**src/rtl/whack_gfx_pkg.sv**
```systemverilog
// -----------------------------------------------------------------------------
// whack_gfx_pkg
// Shared definitions for the whack graphics blocks.
//   blit_state_t         : blitter FSM state encoding
//   TRANS_COLOUR_DEFAULT : default 12-bit colour key (magenta) treated as
//                          transparent
//   width_min1()         : $clog2 that never returns less than one bit, for
//                          select/counter fields that must exist even when
//                          only one value is possible
// -----------------------------------------------------------------------------
package whack_gfx_pkg;

  typedef enum logic [1:0] {
    ST_IDLE  = 2'd0,
    ST_DRAW  = 2'd1,
    ST_FLUSH = 2'd2,
    ST_DONE  = 2'd3
  } blit_state_t;

  localparam logic [11:0] TRANS_COLOUR_DEFAULT = 12'hF0F;

  function automatic int width_min1(input int n);
    return (n > 1) ? $clog2(n) : 1;
  endfunction

endpackage

```
**src/rtl/blit_addr_gen.sv**
```systemverilog
// -----------------------------------------------------------------------------
// blit_addr_gen
// Walks a source image in row-major order: one linear ROM address per
// advance, with the matching column/row so the caller can place the pixel.
// Ports:
//   clk, rst_n : clock, asynchronous active-low reset
//   clear      : restart at pixel 0 (address, column and row all zero)
//   advance    : step to the next pixel
//   addr       : linear ROM address (registered)
//   col, row   : column/row of the pixel at addr (registered)
//   last       : addr is the final pixel of the image
// -----------------------------------------------------------------------------
module blit_addr_gen
  import whack_gfx_pkg::*;
#(
  parameter int  IMG_W = 160,
  parameter int  IMG_H = 120,
  localparam int AW    = width_min1(IMG_W * IMG_H),
  localparam int CW    = width_min1(IMG_W),
  localparam int RW    = width_min1(IMG_H)
) (
  input  logic          clk,
  input  logic          rst_n,
  input  logic          clear,
  input  logic          advance,
  output logic [AW-1:0] addr,
  output logic [CW-1:0] col,
  output logic [RW-1:0] row,
  output logic          last
);

  localparam logic [AW-1:0] LAST_ADDR = AW'(IMG_W * IMG_H - 1);
  localparam logic [CW-1:0] COL_MAX   = CW'(IMG_W - 1);

  // NOTE: clocked state always uses non-blocking (<=) so every flop samples
  // the pre-edge value of its neighbours, independent of statement order.
  always_ff @(posedge clk or negedge rst_n) begin
    if (!rst_n) begin
      addr <= '0;
      col  <= '0;
      row  <= '0;
    end else if (clear) begin
      addr <= '0;
      col  <= '0;
      row  <= '0;
    end else if (advance) begin
      addr <= addr + 1'b1;
      if (col == COL_MAX) begin
        col <= '0;
        row <= row + 1'b1;
      end else begin
        col <= col + 1'b1;
      end
    end
  end

  assign last = (addr == LAST_ADDR);

endmodule

```
**src/rtl/image_blitter.sv**
```systemverilog
// -----------------------------------------------------------------------------
// image_blitter
// Copies one IMG_W x IMG_H image from a selectable ROM onto the screen at a
// given offset, producing vga_adapter plot strobes. One pixel per clock, no
// stalls. Pixels falling off the right/bottom screen edge are clipped, and an
// optional colour key suppresses transparent pixels.
// Ports:
//   iClock, iResetn     : clock, asynchronous active-low reset
//   iStart              : blit request, only honoured while idle
//   iImgSel             : which image ROM to read
//   iXOff, iYOff        : screen position of the image top-left corner
//   iTransEn            : enable colour-key transparency
//   oRomAddr, oRomSel   : registered ROM address (row-major) and ROM select
//   iRomData            : ROM colour, valid one cycle after oRomAddr
//   oX, oY, oColour     : registered plot coordinate and colour
//   oPlot               : registered write strobe
//   oBusy               : blit in progress (through the oDone cycle)
//   oDone               : one-cycle pulse after the final pixel slot
// Timing: address k is registered k edges after the accepting edge; its
// pixel appears on the outputs two edges later, once iRomData is available.
// -----------------------------------------------------------------------------
module image_blitter
  import whack_gfx_pkg::*;
#(
  parameter int                  IMG_W        = 160,
  parameter int                  IMG_H        = 120,
  parameter int                  SCR_W        = 160,
  parameter int                  SCR_H        = 120,
  parameter int                  COLOUR_W     = 12,
  parameter int                  NUM_IMG      = 4,
  parameter logic [COLOUR_W-1:0] TRANS_COLOUR = COLOUR_W'(TRANS_COLOUR_DEFAULT),
  localparam int                 XW           = $clog2(SCR_W),
  localparam int                 YW           = $clog2(SCR_H),
  localparam int                 SW           = width_min1(NUM_IMG),
  localparam int                 AW           = width_min1(IMG_W * IMG_H)
) (
  input  logic                iClock,
  input  logic                iResetn,
  input  logic                iStart,
  input  logic [SW-1:0]       iImgSel,
  input  logic [XW-1:0]       iXOff,
  input  logic [YW-1:0]       iYOff,
  input  logic                iTransEn,
  output logic [AW-1:0]       oRomAddr,
  output logic [SW-1:0]       oRomSel,
  input  logic [COLOUR_W-1:0] iRomData,
  output logic [XW-1:0]       oX,
  output logic [YW-1:0]       oY,
  output logic [COLOUR_W-1:0] oColour,
  output logic                oPlot,
  output logic                oBusy,
  output logic                oDone
);

  localparam int CW = width_min1(IMG_W);
  localparam int RW = width_min1(IMG_H);

  // ---------------------------------------------------------------------------
  // FSM
  // ---------------------------------------------------------------------------
  blit_state_t state, state_nxt;
  logic        flush_cnt;   // second FLUSH cycle when set
  logic        addr_last;
  logic        accept, advance, addr_valid, busy_nxt, done_nxt;

  always_ff @(posedge iClock or negedge iResetn) begin
    if (!iResetn) begin
      state     <= ST_IDLE;
      flush_cnt <= 1'b0;
    end else begin
      state     <= state_nxt;
      flush_cnt <= (state == ST_FLUSH) ? ~flush_cnt : 1'b0;
    end
  end

  always_comb begin
    state_nxt = state;
    case (state)
      ST_IDLE:  if (iStart)    state_nxt = ST_DRAW;
      ST_DRAW:  if (addr_last) state_nxt = ST_FLUSH;
      ST_FLUSH: if (flush_cnt) state_nxt = ST_DONE;
      ST_DONE:                 state_nxt = ST_IDLE;
      default:                 state_nxt = ST_IDLE;
    endcase
  end

  // NOTE: every signal produced by an always_comb is assigned on every path
  // (here, unconditionally), so no latch can be inferred.
  always_comb begin
    accept     = (state == ST_IDLE) && iStart;
    advance    = (state == ST_DRAW) && !addr_last;
    addr_valid = (state == ST_DRAW);
    busy_nxt   = (state_nxt != ST_IDLE);
    done_nxt   = (state_nxt == ST_DONE);
  end

  // ---------------------------------------------------------------------------
  // Request capture: everything the blit needs is frozen on the accepting edge
  // so later input changes cannot disturb the image in flight.
  // ---------------------------------------------------------------------------
  logic [XW-1:0] xoff_q;
  logic [YW-1:0] yoff_q;
  logic          trans_q;

  // NOTE: this block holds only a handful of flops (no RAM arrays), so every
  // register, datapath included, gets a reset value.
  always_ff @(posedge iClock or negedge iResetn) begin
    if (!iResetn) begin
      oRomSel <= '0;
      xoff_q  <= '0;
      yoff_q  <= '0;
      trans_q <= 1'b0;
      oBusy   <= 1'b0;
      oDone   <= 1'b0;
    end else begin
      if (accept) begin
        oRomSel <= iImgSel;
        xoff_q  <= iXOff;
        yoff_q  <= iYOff;
        trans_q <= iTransEn;
      end
      oBusy <= busy_nxt;
      oDone <= done_nxt;
    end
  end

  // ---------------------------------------------------------------------------
  // Address generation
  // ---------------------------------------------------------------------------
  logic [CW-1:0] col;
  logic [RW-1:0] row;

  blit_addr_gen #(
    .IMG_W (IMG_W),
    .IMG_H (IMG_H)
  ) u_addr_gen (
    .clk     (iClock),
    .rst_n   (iResetn),
    .clear   (accept),
    .advance (advance),
    .addr    (oRomAddr),
    .col     (col),
    .row     (row),
    .last    (addr_last)
  );

  // ---------------------------------------------------------------------------
  // Stage 1: screen coordinate of the pixel whose address went out last
  // cycle. One extra bit keeps off-screen sums from wrapping back on-screen.
  // ---------------------------------------------------------------------------
  logic          s1_valid;
  logic [XW:0]   s1_x;
  logic [YW:0]   s1_y;
  logic          s1_on_screen;
  logic          key_hit;

  always_ff @(posedge iClock or negedge iResetn) begin
    if (!iResetn) begin
      s1_valid <= 1'b0;
      s1_x     <= '0;
      s1_y     <= '0;
    end else begin
      s1_valid <= addr_valid;
      if (addr_valid) begin
        s1_x <= {1'b0, xoff_q} + (XW+1)'(col);
        s1_y <= {1'b0, yoff_q} + (YW+1)'(row);
      end
    end
  end

  assign s1_on_screen = (s1_x < (XW+1)'(SCR_W)) && (s1_y < (YW+1)'(SCR_H));
  assign key_hit      = trans_q && (iRomData == TRANS_COLOUR);

  // ---------------------------------------------------------------------------
  // Stage 2: plot outputs, aligned with iRomData. Coordinates and colour track
  // every slot; only the strobe is gated by clipping and the colour key.
  // ---------------------------------------------------------------------------
  always_ff @(posedge iClock or negedge iResetn) begin
    if (!iResetn) begin
      oX      <= '0;
      oY      <= '0;
      oColour <= '0;
      oPlot   <= 1'b0;
    end else begin
      oPlot <= s1_valid && s1_on_screen && !key_hit;
      if (s1_valid) begin
        oX      <= s1_x[XW-1:0];
        oY      <= s1_y[YW-1:0];
        oColour <= iRomData;
      end
    end
  end

endmodule

```
**config.mk**
```make
export PLATFORM = sky130hd
export DESIGN_NAME = image_blitter
export DESIGN_NICKNAME = d
export VERILOG_FILES = /design/src/rtl/whack_gfx_pkg.sv /design/src/rtl/blit_addr_gen.sv /design/src/rtl/image_blitter.sv
export SDC_FILE = /design/constraint.sdc
export NUM_CORES = 1
export LEC_CHECK = 0
export ABC_AREA = 1
export CAP_MARGIN = 20
export CORE_ASPECT_RATIO = 1.1
export CORE_MARGIN = 5
export CORE_UTILIZATION = 30
export CTS_CLUSTER_SIZE = 10
export DETAILED_ROUTE_END_ITERATION = 8
export DONT_BUFFER_PORTS = 1
export GPL_TIMING_DRIVEN = 0
export PLACE_DENSITY = 0.43
export SLEW_MARGIN = 0
export SYNTH_ARGS = -nofsm -noshare
export SYNTH_HDL_FRONTEND = slang
export SYNTH_SLANG_ARGS = --single-unit
```
**constraint.sdc**
```tcl
create_clock -name iClock -period 5.5 [get_ports iClock]
set_clock_uncertainty 0.1 [all_clocks]
set_input_delay 0.55 -clock iClock [delete_from_list [all_inputs] [get_ports iClock]]
set_output_delay 0.55 -clock iClock [all_outputs]
set_load 0.02 [all_outputs]
```
==> results of run 1 <==
==> cells in the mapped netlist (all sizes together) <==
cell type | instances | area, sq um
nand2 | 217 | 830
dfrtp | 99 | 2480
inv | 43 | 161
nand3 | 41 | 210
nor2 | 40 | 178
mux2 | 27 | 304
nand4 | 19 | 119
ha | 18 | 225
o21ai | 17 | 85.1
a21oi | 16 | 80.1
buf | 9 | 61.3
xor2 | 7 | 61.3
clkbuf | 5 | 18.8
nand3b | 4 | 30.0
o21bai | 3 | 22.5
xnor2 | 3 | 26.3
a21o | 2 | 15.0
a31oi | 2 | 12.5
fa | 2 | 40.0
nor3 | 2 | 10.0
nor4 | 2 | 12.5
or2 | 2 | 12.5
a211oi | 1 | 7.51
clkinv | 1 | 8.76
nand2b | 1 | 6.26
nor3b | 1 | 7.51
o21a | 1 | 7.51
==> metal layers <==
metal | wire (um) | part of all wire [%]
met4 | 221 | 1.8
met3 | 804 | 6.6
met5 | 0 | 0
met2 | 5720 | 47
met1 | 5380 | 44
==> worst max-delay path: cells and delay by family (launching register included) <==
family | cells | cell delay [ns]
DFF | 1 | 0.58
AOI/OAI and AO/OA | 1 | 0.10
buffers and inverters | 2 | 0.27
and+or+nand+nor | 5 | 0.60
adders and majority gates | 1 | 0.27
==> path summary, 6_finish.rpt <==
path,from,to,slack (ns),cells past startpoint
min,iResetn,oX[7],0.03,1
max,u_addr_gen.addr[0],state[0],3.44,9
min in group iClock,iYOff[2],yoff_q[2],0.20,2
min reg2reg,flush_cnt,flush_cnt,0.32,1
max in group asynchronous,iResetn,u_addr_gen.addr[13],4.90,1
max reg2reg,u_addr_gen.addr[0],state[0],3.44,9
==> per-stage QoR <==
stage               std cells  hold WS [ns]  area [sq um]
finish                    806        0.0266          5620
global route              806        0.0655          5620
CTS                       806        0.0531          5620
detailed placement        789         0.160          5290
global placement          789         0.160          5290
floorplan                 585         0.154          5030
==> state kept, by name (all words and copies together) (netlist names), 2 cells and up <==
register,count
s1_y,8
oRomSel,2
s1_x,9
yoff_q,7
u_addr_gen.row,7
u_addr_gen.col,8
oY,7
state,2
xoff_q,8
oColour,12
oX,8
u_addr_gen.addr,15
==> layout make-up <==
cell class / count / area (sq um)
buffer: 14 / 80.1
clock buffer: 9 / 225
clock inverter: 7 / 82.6
fill: 1719 / 10800
inverter: 44 / 170
multi-input combinational: 428 / 2300
sequential: 99 / 2480
tap: 204 / 255
timing repair buffer: 1 / 27.5
==> kinds of logic after synthesis <==
group           after synthesis  share of synthesized area, %
simple gates                329                          28.1
mux                          27                          6.04
flops                        99                          49.3
xor+xnor                     10                          1.74
compound gates               42                          4.58
fa+ha+maj                    20                          5.27
buf+inv                      58                          4.98
==> where the power goes <==
part | switching, uW | internal (uW)
clock | 305 | 360
sequential | 8.52 | 732
combinational | 15.3 | 5.64
==> flow_metrics.py, run 1 <==
metrics = {
    "status": {
        "outcome": "finished clean",
    },
    "place": {
        "gp_congestion": 0.850,
        "post-dp-hpwl_um": 8840,
        "place_ws_ns": 3.42,
        "io_buffers": 0,
    },
    "finish": {
        "finalNetCount": 650,
        "utilization_pct": 34.2,
        "final_cell_mix": "nand2_1, dfrtp_1, inv_1",
        "final_common_cell": "nand2_1",
        "antenna_cells": 0,
        "drive_above_1_share_pct": 11.0,
        "area_delta_synth_final_pct": 11.7,
    },
    "sta": {
        "fin_crit_ns": 2.06,
        "setup_viol": 0,
        "post-route-period-util_pct": 37.4,
        "hold_violations": 0,
        "rsz0062_at_grt": "false",
        "final_max_slew_viol_count": 0,
        "fin_setup_tns_ns": 0,
        "fmax_ghz": 0.486,
        "max-slew-margin-rel_pct": 60.2,
        "tightest_slew_ns": 0.597,
        "fin_ws_ns": 3.44,
    },
    "detailed_routing": {
        "finalWirelength_um": 12100,
        "post-route-drc-count": 0,
        "avgRoutedWirePerCell_um": 15.1,
        "avgViaCountPerCell": 4.73,
        "drt-initial-drc-count": 143,
        "postRouteAntennaNets": 0,
        "vias": 3813,
        "drtPass1Iterations": 4,
    },
    "setup_path": {
        "required_ns": 5.63,
        "arrival_ns": 2.19,
        "critPathLaunchType": "flip-flop",
        "cpPeakStageDelay_ns": 0.58,
        "cp_max_fo": 10,
        "endpoint_kind": "flip-flop",
        "critical-path-slowest-cell": "dfrtp_1",
        "crit_type": "reg2reg",
        "cp_cell_sequence": "ha_1 > nand3_2 > nor2_2 > nand2_1 > nand2_2 > nand2_4 > clkinv_4 > buf_6 > o21ai_0",
    },
    "grt": {
        "grt_max_degree": 100,
        "met1_usage_pct": 16.4,
        "grtUsageMet2_pct": 21.5,
        "grtUsageTotal_pct": 13.1,
        "gr-total-overflow": 0,
        "grt_util_met3_pct": 3.22,
        "antenna_found_initial": 0,
        "grt.busiest_layer": "met2",
        "grt_pass1_vias": 3990,
        "grt_pass1_wl_um": 20600,
    },
    "clock_tree": {
        "htree_levels": 3,
        "cts_buffers": 9,
        "post_cts_resized": 0,
        "cts_setup_buffers": 0,
        "cts_root_buffer": "clkbuf_16",
        "cts_tree": "done",
        "cts.sink_count": 99,
        "cts_buffer_depth": 2,
        "clk_pin_slew_ns": 0.08,
        "postCtsHoldBufs": 1,
        "clkLatencyLatePin_ns": 0.36,
    },
    "floorplanning": {
        "ios": 80,
        "initial_core_util_pct": 30.6,
        "core-area_sq_mm": 0.0164,
        "row_count": 49,
        "dieHeight_um": 146,
        "die_area_sq_mm": 0.0195,
        "die_w_um": 133,
    },
    "synthesis": {
        "synth_seq_area_share_pct": 49.3,
        "yosysUniqueCellTypes": 35,
        "ys_seq_elements": 99,
        "avgSynthCellArea_sq_um": 8.60,
        "netlist_area_sq_mm": 0.00503,
        "ys_warn_count": 0,
        "synth_fp_nets": 638,
        "synthesis.instances": 585,
    },
    "pwr": {
        "power_density_mw_per_mm2": 254,
        "p_total_uw": 1430,
        "p_leak_uw": 0.00278,
        "ir_worst_vdd_uv": 137,
    },
    "job": {
        "max-cap-violations": 0,
    },
    "min_path": {
        "min_path_type": "in2async",
    },
}
Power figures use the tool's default switching activity.
==> run 2, diff against run 1 <==
clock period = 2 ns   (was 5.5 ns; I/O delays follow)
==> flow_metrics.py, run 2 (synthesis results as in run 1) <==
metrics = {
    "min_path": {
        "min_path_type": "in2async",
    },
    "detailed_routing": {
        "drt-initial-drc-count": 146,
        "avgViaCountPerCell": 4.70,
        "avgRoutedWirePerCell_um": 14.6,
        "finalWirelength_um": 12200,
        "postRouteAntennaNets": 0,
        "drtPass1Iterations": 4,
        "post-route-drc-count": 0,
        "vias": 3921,
    },
    "finish": {
        "antenna_cells": 0,
        "largestRegisters": "u_addr_gen.addr x15, oColour x12, s1_x x9",
        "largest-register": "u_addr_gen.addr",
        "drive_above_1_share_pct": 11.7,
        "final_cell_mix": "nand2_1, dfrtp_1, inv_1",
        "final_common_cell": "nand2_1",
        "stdcell_count": 835,
        "largest_register_ffs": 15,
        "finalNetCount": 679,
        "fillers": 1695,
        "fin_area_sq_mm": 0.00592,
        "utilization_pct": 36.0,
        "area_delta_synth_final_pct": 17.7,
    },
    "clock_tree": {
        "clkLatencyLatePin_ns": 0.35,
        "cts_buffers": 9,
        "cts_tree": "done",
        "postCtsHoldBufs": 30,
        "clk_pin_slew_ns": 0.08,
        "cts_buffer_depth": 2,
        "htree_levels": 3,
        "cts.sink_count": 99,
        "cts_root_buffer": "clkbuf_16",
    },
    "floorplanning": {
        "die_w_um": 133,
        "die_area_sq_mm": 0.0195,
        "row_count": 49,
        "initial_core_util_pct": 30.6,
        "ios": 80,
        "core-area_sq_mm": 0.0164,
        "dieHeight_um": 146,
    },
    "setup_path": {
        "cp_max_fo": 10,
        "rrSetupSlack_ns": 0.18,
        "worst_r2r_startpoint": "u_addr_gen.addr[0]",
        "rr_worst_depth": 9,
        "endpoint_kind": "flip-flop",
        "cpPeakStageDelay_ns": 0.51,
        "crit_type": "reg2reg",
        "timing.critical_path.mode_cell": "nand2_1",
        "required_ns": 2.15,
        "cp_cell_sequence": "ha_4 > nand3_2 > inv_1 > nand2_1 > nor2_2 > nor2_4 > buf_6 > nand4_1 > nand2_1",
        "critPathLaunchType": "flip-flop",
        "critical-path-slowest-cell": "dfrtp_2",
        "arrival_ns": 1.96,
        "reg2reg_to": "u_addr_gen.addr[12]",
    },
    "sta": {
        "post-route-period-util_pct": 90.8,
        "fin_crit_ns": 1.82,
        "hold_violations": 99,
        "max-slew-margin-rel_pct": 60.2,
        "rsz0062_at_grt": "false",
        "holdWs_ns": -0.557,
        "fmax_ghz": 0.550,
        "setup_viol": 0,
        "tightest_slew_ns": 0.597,
        "final_max_slew_viol_count": 0,
    },
    "grt": {
        "grt_pass1_wl_um": 20900,
        "met1_usage_pct": 16.7,
        "antenna_found_initial": 0,
        "grt_max_degree": 100,
        "grtUsageMet2_pct": 21.9,
        "grt_util_met3_pct": 3.01,
        "grt_pass1_vias": 4133,
        "gr-total-overflow": 0,
        "grtUsageTotal_pct": 13.2,
        "grt.busiest_layer": "met2",
    },
    "status": {
        "violations": "negative hold slack",
        "outcome": "finished with violations",
    },
    "pwr": {
        "seq_power_share_pct": 51.9,
        "power_switching_uw": 870,
        "p_leak_uw": 0.00288,
        "power_density_mw_per_mm2": 662,
        "p_int_uw": 3050,
        "ir_worst_vdd_uv": 373,
        "p_sw_share_pct": 22.2,
        "combinationalPowerShare_pct": 1.6,
        "pwr-share-clk_pct": 46.5,
    },
    "place": {
        "placed_cells": 789,
        "gp_congestion": 0.850,
        "dpl_cell_area_sq_mm": 0.00529,
        "post-dp-hpwl_um": 8840,
        "io_buffers": 0,
    },
    "job": {
        "max-cap-violations": 0,
    },
}
run 2: cell types whose count changed in the layout (fill, tap and decap cells not counted), sizes merged:
| cell | change |
|---|---|
| dlygate4sd3 | +30 |
| buf | -1 |
run 2: per-stage QoR:
| stage | power (uW) | hold slack (ns) | TNS [ns] | worst slack, ns |
|---|---|---|---|---|
| 2_1_floorplan | 2090 | -0.196 | 0 | 0.226 |
| 3_3_place_gp | 2090 | -0.190 | -0.475 | -0.0695 |
| 3_5_place_dp | 2090 | -0.190 | -0.441 | -0.0841 |
| 4_1_cts | 3990 | -0.581 | 0 | 0.0146 |
| 5_1_grt | 4090 | -0.580 | 0 | 0.00619 |
| 6_report | 3920 | -0.557 | 0 | 0.183 |
run 2: worst max path at each step:
stage,start,endpoint,slack (ns)
floorplan,u_addr_gen.col[0],s1_x[6],0.23
global placement,u_addr_gen.addr[0],state[0],-0.07
detailed placement,u_addr_gen.addr[0],state[0],-0.08
CTS,u_addr_gen.addr[0],state[0],0.01
global route,u_addr_gen.addr[0],u_addr_gen.addr[12],0.006
finish,u_addr_gen.addr[0],u_addr_gen.addr[12],0.18
run 2: final cells by class:
| type | count | area (sq um) | area share [%] |
|---|---|---|---|
| Buffer | 13 | 68.8 | 1.16 |
| Clock buffer | 9 | 225 | 3.80 |
| Clock inverter | 7 | 82.6 | 1.39 |
| Inverter | 44 | 170 | 2.87 |
| Multi-Input combinational cell | 428 | 2330 | 39.3 |
| Sequential cell | 99 | 2490 | 42.0 |
| Tap cell | 204 | 255 | 4.31 |
| Timing Repair Buffer | 31 | 308 | 5.20 |
run 2: what timing repair did:
| item | CTS | global route |
|---|---|---|
| buffers inserted | 0 | 1 |
| hold endpoints to repair | 130 | 99 |
| pin swaps | 0 | 2 |
| resized for setup | 3 | 9 |
| endpoints found under the setup margin | 18 | 16 |
run 2: per-layer routing:
layer	wire length, um	part of all wire, %	vias to the layer above
met5	0	0	-
met4	248	2.0	0
met3	687	5.6	17
met2	5810	47	91
met1	5490	45	1820
li1	-	-	1993
run 2: power groups by stage:
stage                     registers (uW)  clock network, uW  logic, uW
after floorplan                     2070                  0       12.3
after global placement              2080                  0       13.3
after detailed placement            2080                  0       13.9
after CTS                           2040               1890       64.4
after global routing                2040               1980       69.6
final                               2040               1820       64.1
run 2: critical path, delay by kind of cell, from the launching register on:
kind | cells | cell delay, ns
DFF | 1 | 0.51
and+or+nand+nor | 6 | 0.61
adders and majority gates | 1 | 0.18
buffers and inverters | 2 | 0.29
